[src/rtl/audio_pkg.sv]
// Shared geometry, state encoding and scale-factor helper for the quantizer / inverse quantizer.
// Latency: n/a (types, constants and a combinational function only).
// Backpressure: n/a.
package audio_pkg;

    localparam int COEF_W   = 24;   // signed MDCT coefficient width
    localparam int Q_W      = 8;    // signed quantized coefficient width
    localparam int N_COEF   = 512;  // coefficients per frame
    localparam int BAND_LEN = 32;   // coefficients per band
    localparam int SF_W     = 5;    // scale-factor width

    localparam int N_BAND = N_COEF / BAND_LEN;
    localparam int ADDR_W = $clog2(N_COEF);
    localparam int BAND_W = $clog2(N_BAND);
    localparam int OFS_W  = $clog2(BAND_LEN);
    localparam int CNT_W  = $clog2(BAND_LEN + 2);
    localparam int S_MAX  = COEF_W - Q_W + 1;

    typedef enum logic [2:0] {
        ST_IDLE  = 3'd0,
        ST_SCAN  = 3'd1,
        ST_CALC  = 3'd2,
        ST_QUANT = 3'd3,
        ST_SFW   = 3'd4,
        ST_DONE  = 3'd5
    } state_e;

    // Smallest shift that brings the band peak into the positive Q_W range.
    // Scanning downward leaves the smallest qualifying shift in s.
    function automatic logic [SF_W-1:0] calc_shift(input logic [COEF_W-1:0] peak);
        logic [SF_W-1:0] s;
        s = SF_W'(S_MAX);
        for (int i = S_MAX; i >= 0; i--) begin
            if ((peak >> i) <= COEF_W'(2**(Q_W-1) - 1))
                s = SF_W'(i);
        end
        return s;
    endfunction

endpackage

[src/rtl/quan_round_sat.sv]
// Round-half-up arithmetic shift of one coefficient, saturated to the symmetric Q_W range.
// Latency: combinational.
// Backpressure: none.
// Ports: coef (signed COEF_W in), s (shift in), q (signed Q_W out, never -2^(Q_W-1)).
module quan_round_sat
    import audio_pkg::*;
(
    input  logic [COEF_W-1:0] coef,
    input  logic [SF_W-1:0]   s,
    output logic [Q_W-1:0]    q
);

    localparam logic signed [COEF_W:0] Q_MAX = (COEF_W+1)'(2**(Q_W-1) - 1);
    localparam logic signed [COEF_W:0] Q_MIN = -Q_MAX;

    logic signed [COEF_W:0] ext;
    logic signed [COEF_W:0] rnd;
    logic signed [COEF_W:0] shf;

    // One extra bit of headroom so adding the rounding constant cannot wrap.
    always_comb begin
        ext = {coef[COEF_W-1], coef};
        rnd = '0;
        if (s != '0)
            rnd = (COEF_W+1)'(1) << (s - SF_W'(1));
        shf = (ext + rnd) >>> s;
        if (shf > Q_MAX)
            q = Q_MAX[Q_W-1:0];
        else if (shf < Q_MIN)
            q = Q_MIN[Q_W-1:0];
        else
            q = shf[Q_W-1:0];
    end

endmodule

[src/rtl/audio_quantizer.sv]
// Band-by-band block-floating-point quantizer: peak scan, shift calc, round/saturate, write-back.
// Latency: finish_quan N_BAND*(2*BAND_LEN+5) cycles after the accepted start_quan edge.
// Backpressure: none; RAMs are assumed always ready, start_quan is ignored while busy.
// Ports: clk_in/rst_n (async), rstn_quan (sync soft reset), start_quan/finish_quan handshake,
//        coef_* read port (data one cycle after coef_en), q_* and sf_* write ports.
module audio_quantizer
    import audio_pkg::*;
(
    input  logic              clk_in,
    input  logic              rst_n,
    input  logic              rstn_quan,
    input  logic              start_quan,
    output logic              finish_quan,
    output logic              coef_en,
    output logic [ADDR_W-1:0] coef_addr,
    input  logic [COEF_W-1:0] coef_rdata,
    output logic              q_we,
    output logic [ADDR_W-1:0] q_addr,
    output logic [Q_W-1:0]    q_wdata,
    output logic              sf_we,
    output logic [BAND_W-1:0] sf_addr,
    output logic [SF_W-1:0]   sf_wdata
);

    state_e              state_q, state_d;
    logic [BAND_W-1:0]   band_q, band_d;
    logic [CNT_W-1:0]    cnt_q, cnt_d;
    logic [COEF_W-1:0]   peak_q, peak_d;
    logic [SF_W-1:0]     s_q, s_d;
    logic                rd_vld_q, rd_vld_d;     // coef_rdata holds a word this cycle
    logic [ADDR_W-1:0]   rd_addr_q, rd_addr_d;   // address of that word
    logic                q_we_q, q_we_d;
    logic [ADDR_W-1:0]   q_addr_q, q_addr_d;
    logic [Q_W-1:0]      q_wdata_q, q_wdata_d;

    logic [COEF_W-1:0]   coef_abs;
    logic [Q_W-1:0]      q_rs;

    quan_round_sat u_round_sat (
        .coef (coef_rdata),
        .s    (s_q),
        .q    (q_rs)
    );

    // Two's-complement negate in COEF_W bits maps the most negative value to
    // 2^(COEF_W-1), which is exactly right when read as unsigned.
    assign coef_abs = coef_rdata[COEF_W-1] ? (~coef_rdata + COEF_W'(1)) : coef_rdata;

    // State register
    always_ff @(posedge clk_in or negedge rst_n) begin
        if (!rst_n) begin
            state_q   <= ST_IDLE;
            band_q    <= '0;
            cnt_q     <= '0;
            peak_q    <= '0;
            s_q       <= '0;
            rd_vld_q  <= 1'b0;
            rd_addr_q <= '0;
            q_we_q    <= 1'b0;
            q_addr_q  <= '0;
            q_wdata_q <= '0;
        end else begin
            state_q   <= state_d;
            band_q    <= band_d;
            cnt_q     <= cnt_d;
            peak_q    <= peak_d;
            s_q       <= s_d;
            rd_vld_q  <= rd_vld_d;
            rd_addr_q <= rd_addr_d;
            q_we_q    <= q_we_d;
            q_addr_q  <= q_addr_d;
            q_wdata_q <= q_wdata_d;
        end
    end

    // Next-state and datapath
    always_comb begin
        state_d   = state_q;
        band_d    = band_q;
        cnt_d     = cnt_q;
        peak_d    = peak_q;
        s_d       = s_q;
        rd_vld_d  = coef_en;
        rd_addr_d = coef_addr;
        q_we_d    = rd_vld_q && (state_q == ST_QUANT);
        q_addr_d  = q_we_d ? rd_addr_q : '0;
        q_wdata_d = q_we_d ? q_rs : '0;

        case (state_q)
            ST_IDLE: begin
                if (start_quan) begin
                    state_d = ST_SCAN;
                    band_d  = '0;
                    cnt_d   = '0;
                end
            end
            ST_SCAN: begin
                if (rd_vld_q && (coef_abs > peak_q))
                    peak_d = coef_abs;
                // One extra cycle so the last requested word is folded in.
                if (cnt_q == CNT_W'(BAND_LEN)) begin
                    state_d = ST_CALC;
                    cnt_d   = '0;
                end else begin
                    cnt_d = cnt_q + CNT_W'(1);
                end
            end
            ST_CALC: begin
                s_d     = calc_shift(peak_q);
                peak_d  = '0;
                state_d = ST_QUANT;
                cnt_d   = '0;
            end
            ST_QUANT: begin
                // Two extra cycles drain the read + output-register pipeline.
                if (cnt_q == CNT_W'(BAND_LEN + 1)) begin
                    state_d = ST_SFW;
                    cnt_d   = '0;
                end else begin
                    cnt_d = cnt_q + CNT_W'(1);
                end
            end
            ST_SFW: begin
                if (band_q == BAND_W'(N_BAND - 1)) begin
                    state_d = ST_DONE;
                end else begin
                    band_d  = band_q + BAND_W'(1);
                    state_d = ST_SCAN;
                end
            end
            ST_DONE: state_d = ST_IDLE;
            default: state_d = ST_IDLE;
        endcase

        // Controller soft reset overrides everything on the next edge.
        if (!rstn_quan) begin
            state_d   = ST_IDLE;
            band_d    = '0;
            cnt_d     = '0;
            peak_d    = '0;
            s_d       = '0;
            rd_vld_d  = 1'b0;
            rd_addr_d = '0;
            q_we_d    = 1'b0;
            q_addr_d  = '0;
            q_wdata_d = '0;
        end
    end

    // Outputs
    always_comb begin
        coef_en     = ((state_q == ST_SCAN) || (state_q == ST_QUANT)) && (cnt_q < CNT_W'(BAND_LEN));
        coef_addr   = coef_en ? {band_q, cnt_q[OFS_W-1:0]} : '0;
        sf_we       = (state_q == ST_SFW);
        sf_addr     = sf_we ? band_q : '0;
        sf_wdata    = sf_we ? s_q : '0;
        finish_quan = (state_q == ST_DONE);
        q_we        = q_we_q;
        q_addr      = q_addr_q;
        q_wdata     = q_wdata_q;
    end

endmodule

[config.mk]
export PLATFORM = sky130hd
export DESIGN_NAME = audio_quantizer
export DESIGN_NICKNAME = d
export VERILOG_FILES = /design/src/rtl/audio_pkg.sv /design/src/rtl/quan_round_sat.sv /design/src/rtl/audio_quantizer.sv
export SDC_FILE = /design/constraint.sdc
export NUM_CORES = 1
export LEC_CHECK = 0
export CORE_MARGIN = 8
export CORE_UTILIZATION = 55
export DETAILED_ROUTE_END_ITERATION = 12
export PLACE_DENSITY = 0.86
export SLEW_MARGIN = 40
export SYNTH_ARGS = -nofsm -noshare
export SYNTH_HDL_FRONTEND = slang
export SYNTH_HIERARCHICAL = 1
export SYNTH_SLANG_ARGS = --single-unit
export TNS_END_PERCENT = 1
[constraint.sdc]
create_clock -name clk_in -period 5.4 [get_ports clk_in]
set_clock_uncertainty 0.1 [all_clocks]
set_input_delay 0.81 -clock clk_in [delete_from_list [all_inputs] [get_ports clk_in]]
set_output_delay 0.81 -clock clk_in [all_outputs]
set_load 0.05 [all_outputs]
## Word-level counts from Yosys, hierarchy flattened

Cells that the tools add are included.

| storage, ports and cells | value |
|---|---|
| flip-flop bits (word level) | 70 |
| output and inout bits | 39 |
| word-level logic and storage cells | 117 |

| cells by class | value |
|---|---|
| shift operators | 2 |
| bitwise gates (word level) | 1 |
| add/sub/neg operators | 5 |
| reductions and logical operators | 10 |
| $lt $le $gt $ge | 21 |
| eq/ne operators | 17 |
| multiplexer cells | 51 |

Operator list:

| operator | count |
|---|---|
| 5-bit 2-to-1 mux | 19 |
| 24-bit 2-to-1 mux | 3 |
| 24-bit one-hot mux with 2 select lines | 1 |
| 9-bit 2-to-1 mux | 4 |
| 8-bit 2-to-1 mux | 4 |
| 24-bit by 25-bit adder with 25-bit output | 1 |
| 25-bit by 8-bit greater-than comparator with 1-bit output, second input constant | 1 |
| 25-bit by 8-bit < comparator with 1-bit output, second input constant | 1 |
| 25-bit 2-to-1 mux | 1 |
| 1-bit by 5-bit << shifter with 25-bit output, first input constant | 1 |
| 25-bit by 5-bit >>> shifter with 25-bit output | 1 |
| 24-bit by 1-bit adder with 24-bit output, second input constant | 1 |
| 24-bit greater-than comparator | 1 |
| 24-bit by 7-bit less-or-equal comparator with 1-bit output, second input constant | 1 |
| 6-bit 2-to-1 mux | 4 |
| 24-bit NOT | 1 |
| 6-bit one-hot mux with 4 select lines | 1 |
| 23-bit by 7-bit less-or-equal comparator with 1-bit output, second input constant | 1 |
| 22-bit by 7-bit less-or-equal comparator with 1-bit output, second input constant | 1 |
| 21-bit by 7-bit less-or-equal comparator with 1-bit output, second input constant | 1 |
| 20-bit by 7-bit less-or-equal comparator with 1-bit output, second input constant | 1 |
| 19-bit by 7-bit less-or-equal comparator with 1-bit output, second input constant | 1 |
| 18-bit by 7-bit less-or-equal comparator with 1-bit output, second input constant | 1 |
| 17-bit by 7-bit less-or-equal comparator with 1-bit output, second input constant | 1 |
| other kinds (33) | 54 |

## Logic depth before layout (Yosys ltp)

| depth | value |
|---|---|
| depth in word-level cells | 20 |
| mapped depth | 21 |
| depth with buffers taken out | 20 |

## By module

The synthesis kept the hierarchy.

Modules (own cells, without submodules):

| module | seq. area each (um^2) | instances | area each (um^2) | cells an instance |
|---|---|---|---|---|
| audio_quantizer | 1751.7 | 1 | 4292.9 | 478 |
| quan_round_sat | 0.0 | 1 | 3975.1 | 629 |

## Least setup slack after synthesis

Ideal clock, no wire load.

| timing | value |
|---|---|
| path kind | register to register |
| start | reg s_q[0] |
| end | reg q_wdata_q[0] (netlist: q_wdata[0]) |
| arrival | 4.892 ns |
| buffers on the path | 3 |
| clock period less this slack | 5.111 ns |
| cell stages (with the launch flop) | 21 |
| library setup time | 0.119 ns |
| required time | 5.181 ns |
| slack | 0.289 ns |
| path through | dfrtp_1 > clkbuf_1 > clkbuf_1 > clkbuf_1 > and3_1 > ha_1 > inv_1 > fa_1 > nand2b_1 > a211o_1 > a2111o_1 > a22o_1 > a22oi_4 > o22ai_1 > a221o_2 > o32ai_2 > a21oi_2 > o41ai_4 > nand2_1 > a21o_1 > and2_1 |

| between the ends | value |
|---|---|
| cells in the longest elaborated chain, start to end | 10 |

RTL lines:

| what | line | RTL |
|---|---|---|
| from (decl) | audio_quantizer.sv:29 | `logic [SF_W-1:0] s_q, s_d;` |
| from (signal assigned) | audio_quantizer.sv:56 | `s_q <= '0;` |
| from (signal assigned) | audio_quantizer.sv:67 | `s_q <= s_d;` |
| 5-bit by 1-bit subtractor with 5-bit output | quan_round_sat.sv:25 | `rnd = (COEF_W+1)'(1) << (s - SF_W'(1));` |
| 1-bit by 5-bit << shifter with 25-bit output | quan_round_sat.sv:25 |  |
| 25-bit 2-to-1 mux | quan_round_sat.sv:24 | `if (s != '0)` |
| 24-bit by 25-bit adder with 25-bit output | quan_round_sat.sv:26 | `shf = (ext + rnd) >>> s;` |
| 25-bit by 5-bit >>> shifter with 25-bit output (*) | quan_round_sat.sv:26 |  |
| 25-bit by 8-bit < comparator with 1-bit output | quan_round_sat.sv:29 | `else if (shf < Q_MIN)` |
| 8-bit 2-to-1 mux | quan_round_sat.sv:29 |  |
| 8-bit 2-to-1 mux (*) | quan_round_sat.sv:27 | `if (shf > Q_MAX)` |
| named net q_rs[0] | audio_quantizer.sv:37 | `logic [Q_W-1:0] q_rs;` |
| 8-bit 2-to-1 mux (*) | audio_quantizer.sv:87 | `q_wdata_d = q_we_d ? q_rs : '0;` |
| 8-bit 2-to-1 mux (*) | audio_quantizer.sv:136 | `if (!rstn_quan) begin` |
| named net q_wdata_d[0] | audio_quantizer.sv:34 | `logic [Q_W-1:0] q_wdata_q, q_wdata_d;` |
| to (signal assigned) | audio_quantizer.sv:72 | `q_wdata_q <= q_wdata_d;` |
| to (decl) | audio_quantizer.sv:34 |  |

Mark *: on every way through the listed nets, which the timed path passes. The rest lies on a longest branch.
A chain may end at the register's enable or synchronous reset.

## Final worst setup path

| timing | value |
|---|---|
| start | reg s_q[2] |
| end | reg q_wdata_q[0] (netlist: q_wdata[0]) |

The elaborated chain is that of the path after synthesis.

==> results.md <==
- Status: finished, final reports clean
- Drt total wl: 29,200 um
- Synth Flop Type: dfrtp_1
- Maxcap violations: 0
- Total track usage: 29.5%
- Vias per Instance: 6.71
- Actual slew at the worst max-slew pin: 0.843 ns
- Worst skew pair latency: 0.34 ns
- Port bufs: 66
- Crit Path Category: reg2reg
- RSZ-0062 raised after global routing: no
- RR Startpoint: s_q[2]
- Post-synth EDFFs: 0
- CTS clk-pin slew, worst paths: 0.06 ns
- Synth Area per Inst: 7.47 um^2
- Ant diodes: 0
- Worst R2R Path Depth: 18
- Proportion of layout cells with a drive suffix above 1: 13.7%
- Slowest stage delay, CP: 0.51 ns
- Reg2Reg Setup Slack: 0.25 ns
- Die Footprint: 19,200 um^2
- Worst-path cell chain: nor2_1 > nand2_1 > nor3_1 > ha_1 > a21oi_1 > o21ai_0 > or4_1 > nand3_1 > a22oi_4 > buf_4 > a211oi_1 > nand3_1 > a211oi_1 > a41o_1 > nand3_1 > or3_1 > a21o_1 > and2_1
- Setup_tns: 0 ns
- Final slew viol count: 0
- Core Box Area: 14,900 um^2
- Synth cell types: 91
- Antenna Nets Post-Route: 0
- Minimum clock period: 5.15 ns
- Synth area leaders: dfrtp_1, ha_1, a21oi_1
- Slew HR: 43.8%
- Gp weighted congestion: 1.05
- # H-tree levels: 3
- Sinks on Clock Net: 70
- Final period utilization: 95.3%
- Largest net degree at the start of global routing: 40
- Die Ht: 139 um
- Final Cell Area: 9990 um^2
- Die Wd: 139 um
- Final nets: 1,303
- Filler cell count: 1,295
- CP max FO: 10
- Detail Placement HPWL: 22,700 um
- Hold Crit Class: reg2reg
- Yosys warnings: 6
- Iteration-0 DRC Markers: 1,200
- Yosys top cell by area: dfrtp_1
- WHS Endpoint: q_addr[0]
- Layout area overhead: 20.8%
- Drt pass-1 iters: 6
- PD cells: 281 nW/um^2
- Synthesized Nets: 1,189
- Mapped Cells: 1,107
- Initial core utilization: 55.4%
- Vias in the first global route: 8,948
- Setup violations, final: 0
- Startpoint Class: flip-flop
- Post-synthesis sequential area ratio: 21.2%
- Ys async rst share: 100%
- F_max: 0.194 GHz
- Critical path data arrival time: 5.28 ns
- Antenna violations before repair: 0
- Reg-to-reg endpoint: q_wdata[0]
- # DRC: 0
- CTS tree: built
- Worst hold path startpoint: rd_addr_q[0]
- Crit-path most repeated cell: nand3_1
- Leak pwr: 4.13 nW
- Number of CTS-inserted buffers: 9
- Post-DR wirelength/cell: 20.6 um
- Root cell of the clock tree: clkbuf_16
- Vias: 9,493
- Yosys reg bits: 70
- Peak VDD IR: 187 uV
- Clock Tree Buf Depth: 2
- Min Hold Slack: 0.349 ns
- DP Area: 9670 um^2
- Family with the most delay on the worst path: simple AND/OR/NAND/NOR gates
- Hold path depth: 1
- Worst path required time: 5.53 ns
- Hold Buf Count CTS: 0
- Mapped Area: 8270 um^2
- Bufs and invs on worst path: 1
- Synth top area share: 21.2%
- First-pass GRT wire length: 47,200 um
- Rows: 45
- Endpoints failing hold: 0
- Crit end category: flip-flop
- # IOs: 67
- Critical-path top delay cell: or4_1
- GRT overflow: 0
## worst register-to-register path, cell delays in order, from the launching register on
cell and delay, ns:
dfrtp_1 0.50, nor2_1 0.35, nand2_1 0.25, nor3_1 0.35, ha_1 0.45, a21oi_1 0.25
o21ai_0 0.12, or4_1 0.51, nand3_1 0.14, a22oi_4 0.09, buf_4 0.16, a211oi_1 0.38
nand3_1 0.21, a211oi_1 0.25, a41o_1 0.23, nand3_1 0.10, or3_1 0.32, a21o_1 0.17
and2_1 0.12
## worst max path at each step
stage | from | end | slack [ns] | cells after the start
5_1_grt | s_q[3] | q_wdata[5] | 0.004 | 18
6_report | s_q[2] | q_wdata[0] | 0.25 | 18
3_5_place_dp | coef_rdata[0] | q_wdata[0] | 0.002 | 19
3_3_place_gp | coef_rdata[9] | q_wdata[0] | 0.09 | 15
2_1_floorplan | s_q[0] | q_wdata[0] | 0.29 | 20
4_1_cts | s_q[3] | q_wdata[5] | 0.15 | 18
## what timing repair did
item                                    4_1_cts  5_1_grt
endpoints found under the setup margin        0        7
gates resized for setup                       0        4
buffers inserted                              0        0
## power by group
group | internal (mW) | leakage [nW] | switching [mW]
clock network | 0.361 | 0.143 | 0.234
logic | 0.632 | 3.02 | 0.974
registers | 0.555 | 0.971 | 0.0506
## synthesized netlist by cell type (6+ instances only)
master	number
a211o_1	7
a211oi_1	22
a21o_1	7
a21oi_1	94
a22o_1	6
a22oi_1	6
a31oi_1	6
and2_1	40
and3_1	25
buf_1	6
buf_2	9
clkbuf_1	48
dfrtp_1	70
ha_1	53
inv_1	43
mux2_2	6
mux2i_1	11
nand2_1	89
nand2b_1	6
nand3_1	47
nand4_1	22
nor2_1	99
nor3_1	50
nor3b_1	6
nor4_1	11
o211ai_1	19
o21a_1	16
o21ai_0	73
o21ai_1	10
o221ai_1	9
o22ai_1	10
o311ai_0	6
o31ai_1	6
or3_1	12
or4_1	6
xnor2_1	29
xor2_1	11
## placed cells by master (no fill, tap or decap), types with 7 or more instances in the layout
cell type and count:
and3_1 25, a211o_1 7, o221ai_1 9, nor4_1 11, inv_1 43, buf_4 104
o21a_1 16, clkdlybuf4s50_1 64, o21ai_0 73, clkbuf_16 9, a211oi_1 21, o21ai_1 10
o211ai_1 19, nor3_1 49, mux2i_1 11, xor2_1 11, or3_1 12, dfrtp_1 70
nand4_1 22, xnor2_1 29, ha_1 53, nand3_1 47, o22ai_1 10, a21oi_1 94
and2_1 40, nand2_1 88, a21o_1 7, nor2_1 97
## layer usage
layer	wire length (um)	GRT usage (%)
met2	12800	45.4
met4	1050	11.2
met1	12300	39.9
met5	0	0
met3	2970	5.92
## stage by stage
stage,cells,power (mW),setup slack [ns],utilization (%)
floorplan,1107,1.59,0.289,-
global placement,1397,2.14,0.0920,64.7
detailed placement,1398,2.15,0.00238,64.8
CTS,1414,2.75,0.148,66.8
global route,1414,2.96,0.00449,67.0
finish,1414,2.81,0.252,67.0
## logic make-up (layout without fill, tap and decap cells)
family	Yosys count	count (layout)	synth area share (%)
compound gates	370	370	31.2
xor+xnor	41	41	4.43
fa+ha+maj	54	54	8.26
buf+inv	115	234	5.63
flops	70	70	21.2
mux	18	18	2.42
simple gates	439	439	26.9
## registers in the layout, indices dropped and copies added (netlist names)
name and flops:
cnt_q 6, peak_q 24, rd_addr_q 9, q_addr 9, state_q 3, s_q 5
q_we 1, q_wdata 8, rd_vld_q 1, band_q 4
## final cells by class
cell class                      instances  area, um^2  share of cell area (%)
Clock buffer                           10         229                    2.29
Clock inverter                          6        68.8                   0.689
Inverter                               47         176                    1.77
Multi-Input combinational cell        922        6080                    60.8
Sequential cell                        70        1750                    17.5
Tap cell                              188         235                    2.35
Timing Repair Buffer                  171        1450                    14.5
(Power assumes the default switching activity.)
